[src/rtl/crcu_rst_pulse_gen.sv]
//==============================================================================
// Module      : crcu_rst_pulse_gen
// Description : Multi-channel counted reset pulse generator. Each channel
//               produces a timed reset pulse with cooldown on a hardware or
//               software request.
// Revision    : 1.0 - initial release
//==============================================================================
`default_nettype none

module crcu_rst_pulse_gen #(
    parameter int NUM_CH      = 4,
    parameter int SYNC_STAGES = 2
) (
    input  logic                   CRCU_CLK,
    input  logic                   CRCU_RST,
    input  logic [NUM_CH*32-1:0]   rst_ctl_reg,
    input  logic [NUM_CH-1:0]      hw_rst_req,
    output logic [NUM_CH-1:0]      rst_out,
    output logic [NUM_CH-1:0]      rst_active,
    output logic [NUM_CH-1:0]      rst_busy,
    output logic [NUM_CH-1:0]      rst_done
);

    localparam logic [1:0] c_ST_IDLE     = 2'd0;
    localparam logic [1:0] c_ST_ACTIVE   = 2'd1;
    localparam logic [1:0] c_ST_COOLDOWN = 2'd2;

    for (genvar ch = 0; ch < NUM_CH; ch++) begin : g_ch
        logic [31:0]            w_ctl;
        logic                   w_en;
        logic                   w_async;
        logic                   w_pol;
        logic                   w_sw;
        logic [7:0]             w_width;
        logic [7:0]             w_cool_fld;
        logic                   w_unused_ctl;

        logic [SYNC_STAGES-1:0] r_sync;
        logic                   r_sw_prev;
        logic                   w_hw_trig;
        logic                   w_trig;

        logic [1:0]             r_state;
        logic [1:0]             w_state_nxt;
        logic [7:0]             r_cnt;
        logic [7:0]             w_cnt_nxt;
        logic [7:0]             r_cool;
        logic [7:0]             w_cool_nxt;
        logic                   r_done;
        logic                   w_done_nxt;
        logic                   w_active;

        assign w_ctl        = rst_ctl_reg[32*ch +: 32];
        assign w_en         = w_ctl[0];
        assign w_async      = w_ctl[1];
        assign w_pol        = w_ctl[2];
        assign w_sw         = w_ctl[3];
        assign w_width      = w_ctl[15:8];
        assign w_cool_fld   = w_ctl[23:16];
        assign w_unused_ctl = ^{w_ctl[31:24], w_ctl[7:4]};

        // Synchroniser and SW_REQ edge history run regardless of EN or state
        always_ff @(posedge CRCU_CLK) begin
            if (CRCU_RST) begin
                r_sync    <= '0;
                r_sw_prev <= 1'b0;
            end else begin
                r_sync    <= {r_sync[SYNC_STAGES-2:0], hw_rst_req[ch]};
                r_sw_prev <= w_sw;
            end
        end

        // Async mode bypasses the synchroniser and samples the raw request
        assign w_hw_trig = w_async ? hw_rst_req[ch] : r_sync[SYNC_STAGES-1];
        assign w_trig    = w_en && (w_hw_trig || (w_sw && !r_sw_prev));

        always_ff @(posedge CRCU_CLK) begin
            if (CRCU_RST) begin
                r_state <= c_ST_IDLE;
                r_cnt   <= 8'd0;
                r_cool  <= 8'd0;
                r_done  <= 1'b0;
            end else begin
                r_state <= w_state_nxt;
                r_cnt   <= w_cnt_nxt;
                r_cool  <= w_cool_nxt;
                r_done  <= w_done_nxt;
            end
        end

        always_comb begin
            w_state_nxt = r_state;
            w_cnt_nxt   = r_cnt;
            w_cool_nxt  = r_cool;
            w_done_nxt  = 1'b0;
            case (r_state)
                c_ST_IDLE: begin
                    if (w_trig) begin
                        w_state_nxt = c_ST_ACTIVE;
                        w_cnt_nxt   = (w_width == 8'd0) ? 8'd1 : w_width;
                        w_cool_nxt  = w_cool_fld;
                    end
                end
                c_ST_ACTIVE: begin
                    if (!w_en) begin
                        w_state_nxt = c_ST_IDLE;
                        w_cnt_nxt   = 8'd0;
                    end else if (r_cnt <= 8'd1) begin
                        w_done_nxt = 1'b1;
                        if (r_cool != 8'd0) begin
                            w_state_nxt = c_ST_COOLDOWN;
                            w_cnt_nxt   = r_cool;
                        end else begin
                            w_state_nxt = c_ST_IDLE;
                            w_cnt_nxt   = 8'd0;
                        end
                    end else begin
                        w_cnt_nxt = r_cnt - 8'd1;
                    end
                end
                c_ST_COOLDOWN: begin
                    if (!w_en || (r_cnt <= 8'd1)) begin
                        w_state_nxt = c_ST_IDLE;
                        w_cnt_nxt   = 8'd0;
                    end else begin
                        w_cnt_nxt = r_cnt - 8'd1;
                    end
                end
                default: begin
                    w_state_nxt = c_ST_IDLE;
                    w_cnt_nxt   = 8'd0;
                end
            endcase
        end

        // Async assertion path; deassertion always follows the state register
        assign w_active = (r_state == c_ST_ACTIVE) ||
                          (w_async && w_en && !CRCU_RST &&
                           (r_state == c_ST_IDLE) && hw_rst_req[ch]);

        assign rst_active[ch] = w_active;
        assign rst_out[ch]    = w_pol ? w_active : ~w_active;
        assign rst_busy[ch]   = (r_state != c_ST_IDLE);
        assign rst_done[ch]   = r_done;
    end

endmodule

`default_nettype wire

[config.mk]
export PLATFORM = sky130hd
export DESIGN_NAME = crcu_rst_pulse_gen
export DESIGN_NICKNAME = d
export VERILOG_FILES = /design/src/rtl/crcu_rst_pulse_gen.sv
export SDC_FILE = /design/constraint.sdc
export NUM_CORES = 1
export LEC_CHECK = 0
export CAP_MARGIN = 20
export CORE_UTILIZATION = 43
export DETAILED_ROUTE_END_ITERATION = 7
export GPL_TIMING_DRIVEN = 0
export PLACE_DENSITY_LB_ADDON = 0.08
export SLEW_MARGIN = 20
export SYNTH_ARGS = -nofsm -noshare
export SYNTH_HDL_FRONTEND = slang
export SYNTH_SLANG_ARGS = --single-unit
[constraint.sdc]
create_clock -name CRCU_CLK -period 2.1 [get_ports CRCU_CLK]
set_input_delay 0.42 -clock CRCU_CLK [delete_from_list [all_inputs] [get_ports CRCU_CLK]]
set_output_delay 0.42 -clock CRCU_CLK [all_outputs]
set_load 0.005 [all_outputs]
==> key figures, run 1 <==
Status
  • Outcome: completed

Setup path
  • Series of cell instances along the critical path: or4_4, and3b_2, buf_6, mux2_2, a221oi_2, o21ai_1
  • Worst path arrival time: about 2.3 ns
  • Crit. End Element: flip-flop
  • Nature of the critical path startpoint: flip-flop
  • Sum of buffers and inverters on the critical path: 1
  • WP depth: 6
  • Critical path's top delay family: simple AND/OR/NAND/NOR gates
  • Largest stage delay on the critical path: roughly 0.53 ns
  • Crit Path Class: flip-flop to flip-flop
  • Slowest CP cell: or4_4
  • Data required time of the critical path: about 2.4 ns
  • Logic depth of the worst register-to-register path: 6
  • Worst setup slack for register-to-register paths: 0.06 ns
  • Worst-path fanout max: 5

Yosys
  • Average cell area after synthesis: ~8.4 um^2
  • Share of the yosys chip area belonging to registers: 0.370
  • Flip-flop and latch count after synthesis: roughly 90
  • Post-synthesis cell count: 570
  • Largest cells by area after synthesis: dfxtp_1 (37%), mux2i_1 (6.3%), nor2_1 (5.1%)
  • Total of warnings raised by yosys: 0
  • Fraction of registers with async set or reset after synthesis: 0
  • Cell type with the highest aggregate area in the netlist: dfxtp_1
  • Fraction of post-synthesis cell area in the top cell type by area: 0.370
  • Post-synth top flop: dfxtp_1
  • Number of synthesized flops with an enable pin: 0
  • Post-synth net total: around 710
  • Post-Syn Area: 4760 um^2
  • Number of distinct library cells after synthesis: 70

STA
  • Share of the clock period used by the worst path: 0.973
  • Relative max-transition margin: 0.436
  • Fin. Hold Viols: 0
  • Maximum clock frequency: 489 MHz
  • Post-layout min period: between 2 and 2.5 ns
  • Final number of setup-violating endpoints: 0
  • Measured slew at the worst slew-check pin: 0.846 ns
  • Number of max-slew violations in the final report: 0
  • Final setup skew: between 0.009 and 0.01 ns
  • Smallest hold slack: roughly 0.29 ns
  • Post-route worst setup slack: roughly 0.057 ns

Worst hold path
  • Type of the most critical hold path: input port to flip-flop
  • WHS Path Cells: 2

Floorplan
  • I/O pin cnt: 150
  • Die area: roughly 11,000 um^2
  • Die Height: between 100 and 150 um
  • Floorplan die width: 107 um
  • Starting utilization of the core area: 0.441
  • Number of core rows: 38
  • Floorplan Core Area: 10,800 um^2

Route
  • ANT nets after route: 0
  • DR iter-0 viols: roughly 160
  • WL final: roughly 14 mm
  • Residual DRC: 0
  • Average via count per standard cell: between 5 and 6
  • Average wire per standard cell: 16.3 um
  • Vias: 4,733
  • Iteration count of the initial detailed-routing pass: 5

Global route
  • Pin count of the biggest net entering global routing: 14
  • Antenna violations before repair: 0
  • Residual overflow from global routing: 0
  • Global router's overall resource usage: 0.243
  • Via count of the first global-routing pass: approximately 4,500
  • First-pass GRT wire length: 21.6 mm

Cells and area
  • Final Net Count: between 800 and 900
  • Share of post-route cells with drive strength above 1: 0.160
  • Commonest cells after routing, fill and taps aside: clkdlybuf4s50_1 (83), dfxtp_1 (78), nor2_1 (61)
  • Fill cell count: 990
  • Syn-to-layout area delta: 34.9%
  • Cell area after layout: between 6000 and 7000 um^2
  • Antenna fix cells: 0
  • Most common library cell in the layout ignoring fill and taps: clkdlybuf4s50_1

Clock network
  • Cts bufs inserted: 9
  • Number of levels the H-tree was split into: 3
  • TritonCTS Sinks: 88
  • TritonCTS clock tree: yes
  • Largest buffer count on any clock path: 2
  • Clock-pin transition on the worst setup and hold timing paths: ~0.080 ns
  • Insertion delay of the later-clocked pin in the worst-skew pair: between 0.3 and 0.4 ns
  • Root buf cell: clkbuf_8
  • Quantity of hold-fixing buffers added after cts: 0

Pwr
  • Peak VDD IR: approximately 380 uV
  • Cell leakage power: around 2.6 nW
  • Power consumption: between 4 and 5 mW
  • Total power divided by cell area: roughly 700 nW/um^2

Place
  • Pre-CTS WS: -0.843 ns
  • Detailed Place HPWL: 9.99 mm
  • Count of buffers inserted at the top-level ports: 100
  • Placed cell area: a little under 6000 um^2
  • Final GP Congestion: approximately 0.93

Flow run
  • Max_cap viols: 0
[final cells by class]
type	count	area, um^2	share of cell area
plain buffers	24	159	0.0247
clock buffers	10	138	0.0214
clock inverters	4	70.1	0.0109
inverters	19	73.8	0.0115
multi-input cells	433	2880	0.448
flip-flops and latches	88	1790	0.278
well taps	140	175	0.0273
repair buffers	123	1140	0.178
[power breakdown]
part / switching [mW] / total [mW] / leakage, nW / internal, mW
clock network: 0.606 / 1.29 / 0.108 / 0.686
registers: 0.133 / 1.92 / 0.728 / 1.79
logic: 0.633 / 1.29 / 1.77 / 0.653
total: 1.37 / 4.50 / 2.61 / 3.13
[synth_stat cells (3+ instances only)]
cell      number
a211oi_2       3
ha_1           8
o31a_1         3
a32oi_1        4
o211ai_1       4
dfxtp_1       88
mux2i_1       30
and2_1         6
o21ai_1        4
a221oi_1      10
a21oi_1       30
a31oi_1        8
or2_2          4
or4_1          4
inv_1         19
xor2_1        10
a22oi_1        5
buf_4         10
nor4_1        15
o21ai_0       27
o311ai_0       3
nor3_1        22
or3_1          6
a211oi_1       4
nor2b_1       20
nor2_1        65
nand3_1       17
mux2_2         4
xnor2_1        6
nand2_1       55
nand2b_1       5
clkbuf_1      13
o32ai_1        4
buf_2          6
[logic make-up after synthesis]
logic type,share of synthesized area
simple gates,0.261
xor+xnor,0.0294
fa+ha+maj,0.0210
flops,0.370
mux,0.0725
compound gates,0.197
buf+inv,0.0497
[per-stage QoR]
step,cells,utilization,TNS [ns]
floorplan,570,-,0
global placement,810,0.550,-32.07
detailed placement,810,0.550,-34.56
CTS,831,0.582,0
global route,841,0.595,-0.0485
finish,841,0.595,0
[routing by layer]
layer / up-vias / global-route usage / share of wire / wire length (um)
li1: 2328 / - / - / -
met1: 2223 / 0.312 / 0.45 / 6160
met2: 164 / 0.403 / 0.48 / 6540
met3: 18 / 0.0541 / 0.062 / 851
met4: 0 / 0.0773 / 0.013 / 173
met5: - / 0 / 0 / 0
[registers in the layout, summed over array words and instances (netlist names)]
register / count
g_ch.r_done: 4
g_ch.r_state: 8
g_ch.r_sync: 8
g_ch.r_cool: 32
g_ch.r_sw_prev: 4
g_ch.r_cnt: 32
[timing repair]
item	4_1_cts	5_1_grt
resized for setup	58	27
buffers inserted	10	13
gates cloned	0	1
setup endpoints to repair	61	31
pin swaps	8	11
[worst reg2reg max path: cells and delay by family, from the launching register on]
family | cells | cell delay (ns)
AO/OA/AOI/OAI | 2 | 0.32
flip-flops | 1 | 0.37
multiplexers | 1 | 0.34
AND/OR/NAND/NOR | 2 | 0.79
buffers and inverters | 1 | 0.12
[final timing paths]
| kind | from | to |
|---|---|---|
| worst min register to register | g_ch[3].r_sync[0]$_SDFF_PP0_ | g_ch[3].r_sync[1]$_SDFF_PP0_ |
| worst min-delay path | CRCU_RST | g_ch[1].r_sync[0]$_SDFF_PP0_ |
| worst max register to register | g_ch[1].r_cnt[2]$_SDFFE_PP0P_ | g_ch[1].r_cnt[0]$_SDFFE_PP0P_ |
| worst max-delay path | g_ch[1].r_cnt[2]$_SDFFE_PP0P_ | g_ch[1].r_cnt[0]$_SDFFE_PP0P_ |
Power figures use the tool's default switching activity.
==> run 2: changes to the inputs <==
Settings changed: ABC_AREA from default to 1, CORE_UTILIZATION 43 to 48.
Clock period 2.1 ns to 1.9 ns, I/O delays scaled along.
==> run 2 against run 1 <==
- via count increased by 12%
- sequential share of layout area is 1.2 points lower
- die area down 3.7%
- sequential cell count did not move
- core utilization grew 5.3 points
- clock-buffer cell count did not move
- largest cell class unchanged
==> key figures, run 2 <==
Clock network
  • Insertion delay of the later-clocked pin in the worst-skew pair: between 0.3 and 0.4 ns
  • Number of levels the H-tree was split into: 3
  • TritonCTS Sinks: a little under 90
  • Largest buffer count on any clock path: 2
  • Quantity of hold-fixing buffers added after cts: 0
  • Root buf cell: clkbuf_8
  • Clock-pin transition on the worst setup and hold timing paths: ~0.09 ns
  • TritonCTS clock tree: yes
  • Cts bufs inserted: 9

Pwr
  • Total power divided by cell area: 998 nW/um^2
  • Cell leakage power: ~3 nW
  • Switching fraction of total power: 0.404
  • Internal portion of total power: approximately 4 mW
  • Combinational share of power: 0.445
  • Peak VDD IR: 535 uV
  • NetSw: ~2.7 mW
  • Sequential share of power: 0.355
  • Power consumption: 6.69 mW
  • Clock network fraction of design power: 0.201

Worst hold path
  • Type of the most critical hold path: input port to flip-flop

Global route
  • Global router's overall resource usage: 0.250
  • Residual overflow from global routing: 0
  • First-pass GRT wire length: 22.5 mm
  • Pin count of the biggest net entering global routing: 16
  • Via count of the first global-routing pass: 5,112
  • Antenna violations before repair: 0

Yosys
  • Cell type with the highest aggregate area in the netlist: dfxtp_1
  • Total of warnings raised by yosys: 0
  • Fraction of post-synthesis cell area in the top cell type by area: 0.344
  • Average cell area after synthesis: ~6.6 um^2
  • Share of the yosys chip area belonging to registers: 0.344
  • Post-synth net total: 920
  • Flip-flop and latch count after synthesis: 88
  • Number of synthesized flops with an enable pin: 0
  • Largest cells by area after synthesis: dfxtp_1 (34%), nand2_1 (15%), nand3_1 (7.2%)
  • Post-Syn Area: ~5100 um^2
  • Number of distinct library cells after synthesis: 39
  • Post-synth top cells: nand2_1 (201), nor2_1 (92), dfxtp_1 (88)
  • Post-synthesis cell count: 778
  • Fraction of registers with async set or reset after synthesis: 0
  • Post-synth top flop: dfxtp_1
  • Most common cell in the netlist: nand2_1

Cells and area
  • Area of the multi-input gates: roughly 2900 um^2
  • Antenna fix cells: 0
  • Syn-to-layout area delta: 30.9%
  • Commonest cells after routing, fill and taps aside: nand2_1 (196), nor2_1 (85), inv_1 (83)
  • Registers with the most flip-flops: g_ch.r_cnt x32, g_ch.r_cool x32
  • Cell area after layout: about 6700 um^2
  • Area of all sequential standard cells: between 1500 and 2000 um^2
  • Final Net Count: ~1,000
  • Most common library cell in the layout ignoring fill and taps: nand2_1
  • Number of standard cells in the layout, taps in and fillers out: between 1,000 and 1,500
  • Share of post-route cells with drive strength above 1: 0.148
  • Layout Utilization: 0.649
  • Fill cell count: between 900 and 1,000

Route
  • WL final: ~13 mm
  • ANT nets after route: 0
  • Average via count per standard cell: ~5.1
  • DR iter-0 viols: 204
  • Residual DRC: 0
  • Average wire per standard cell: 12.7 um
  • Iteration count of the initial detailed-routing pass: 5
  • Vias: between 5,000 and 6,000

Floorplan
  • Starting utilization of the core area: 0.496
  • I/O pin cnt: 150
  • Die Height: between 100 and 150 um
  • Number of core rows: 37
  • Floorplan die width: 105 um
  • Floorplan Core Area: 10,300 um^2
  • Die area: 11,100 um^2

STA
  • Measured slew at the worst slew-check pin: between 0.6 and 0.7 ns
  • Maximum clock frequency: ~540 MHz
  • Fin. Hold Viols: 0
  • Final setup skew: roughly 0.010 ns
  • Relative max-transition margin: 0.574
  • Final number of setup-violating endpoints: 0
  • Number of max-slew violations in the final report: 0
  • RSZ-0062 raised after global routing: no
  • Post-layout min period: about 1.8 ns
  • Share of the clock period used by the worst path: 0.968
  • Smallest hold slack: 0.348 ns

Setup path
  • Worst-path fanout max: 4
  • Nature of the critical path startpoint: flip-flop
  • Crit. End Element: output pin
  • Worst path arrival time: 1.46 ns
  • Series of cell instances along the critical path: nor2_4, inv_2, o31ai_4, buf_4, xnor2_2, buf_2
  • Critical path's top delay family: flip-flops
  • Sum of buffers and inverters on the critical path: 3
  • Crit Path Class: flip-flop to output pin
  • Largest stage delay on the critical path: approximately 0.38 ns
  • Data required time of the critical path: around 1.5 ns
  • Slowest CP cell: dfxtp_4

Place
  • Detailed Place HPWL: between 10 and 15 mm
  • Final GP Congestion: between 0.8 and 0.9
  • Count of buffers inserted at the top-level ports: 100
  • Number of cells in the design after placement: about 1,000
  • Placed cell area: about 6300 um^2

Flow run
  • Max_cap viols: 0

Status
  • Outcome: completed
[run 2: area by class of cell]
type                       instances  area share
clock inverter                     6      0.0101
inverter                          98      0.0564
multi-input combinational        566       0.436
sequential                        88       0.266
timing repair buffer             114       0.162
tap                              136      0.0254
buffer                            26      0.0237
clock buffer                      10      0.0205
[run 2: logic make-up (layout without fill, tap and decap cells)]
kind of cell	after synthesis	in the layout	synth area share
AND/OR/NAND/NOR	425	425	0.382
buffers and inverters	124	254	0.102
AO/OA/AOI/OAI	114	114	0.120
flip-flops	88	88	0.344
XOR/XNOR	19	19	0.0325
adder cells (fa/ha/maj)	8	8	0.0196
[run 2: metrics by stage]
step | worst slack [ns] | setup TNS [ns]
after floorplan | 0.350 | 0
after global placement | -0.663 | -4.56
after detailed placement | -0.671 | -4.90
after CTS | 0.000354 | 0
after global routing | 0.00339 | 0
final | 0.0600 | 0
[run 2: power by group through the flow]
| stage | combinational [mW] | sequential, mW | clock (mW) |
|---|---|---|---|
| after floorplan | 2.11 | 2.33 | 0 |
| after global placement | 2.78 | 2.38 | 0 |
| after detailed placement | 2.83 | 2.40 | 0 |
| after CTS | 2.92 | 2.36 | 1.37 |
| after global routing | 3.33 | 2.41 | 1.45 |
| final | 2.97 | 2.37 | 1.34 |
[run 2: repair_timing]
action / 4_1_cts / 5_1_grt
setup buffers: 11 / 3
hold endpoints to repair: 0 / 0
gates resized for setup: 64 / 14
pin swaps: 9 / 6
setup endpoints to repair: 12 / 14
[run 2: final timing paths]
path	start	end	slack [ns]	cells past startpoint
setup / recovery	g_ch[2].r_state[1]$_SDFFE_PP0P_	rst_out[2]	0.06	6
hold / removal	CRCU_RST	g_ch[0].r_sync[0]$_SDFF_PP0_	0.35	2
setup reg to reg	g_ch[1].r_cnt[0]$_SDFFE_PP0P_	g_ch[1].r_cnt[6]$_SDFFE_PP0P_	0.16	11
hold reg to reg	g_ch[1].r_sync[0]$_SDFF_PP0_	g_ch[1].r_sync[1]$_SDFF_PP0_	0.41	2
[run 2: per-layer routing]
| layer | vias up | part of all wire | GRT usage |
|---|---|---|---|
| li1 | 2732 | - | - |
| met1 | 2388 | 0.46 | 0.318 |
| met2 | 149 | 0.48 | 0.429 |
| met3 | 28 | 0.040 | 0.0353 |
| met4 | 0 | 0.020 | 0.0936 |
| met5 | - | 0 | 0 |
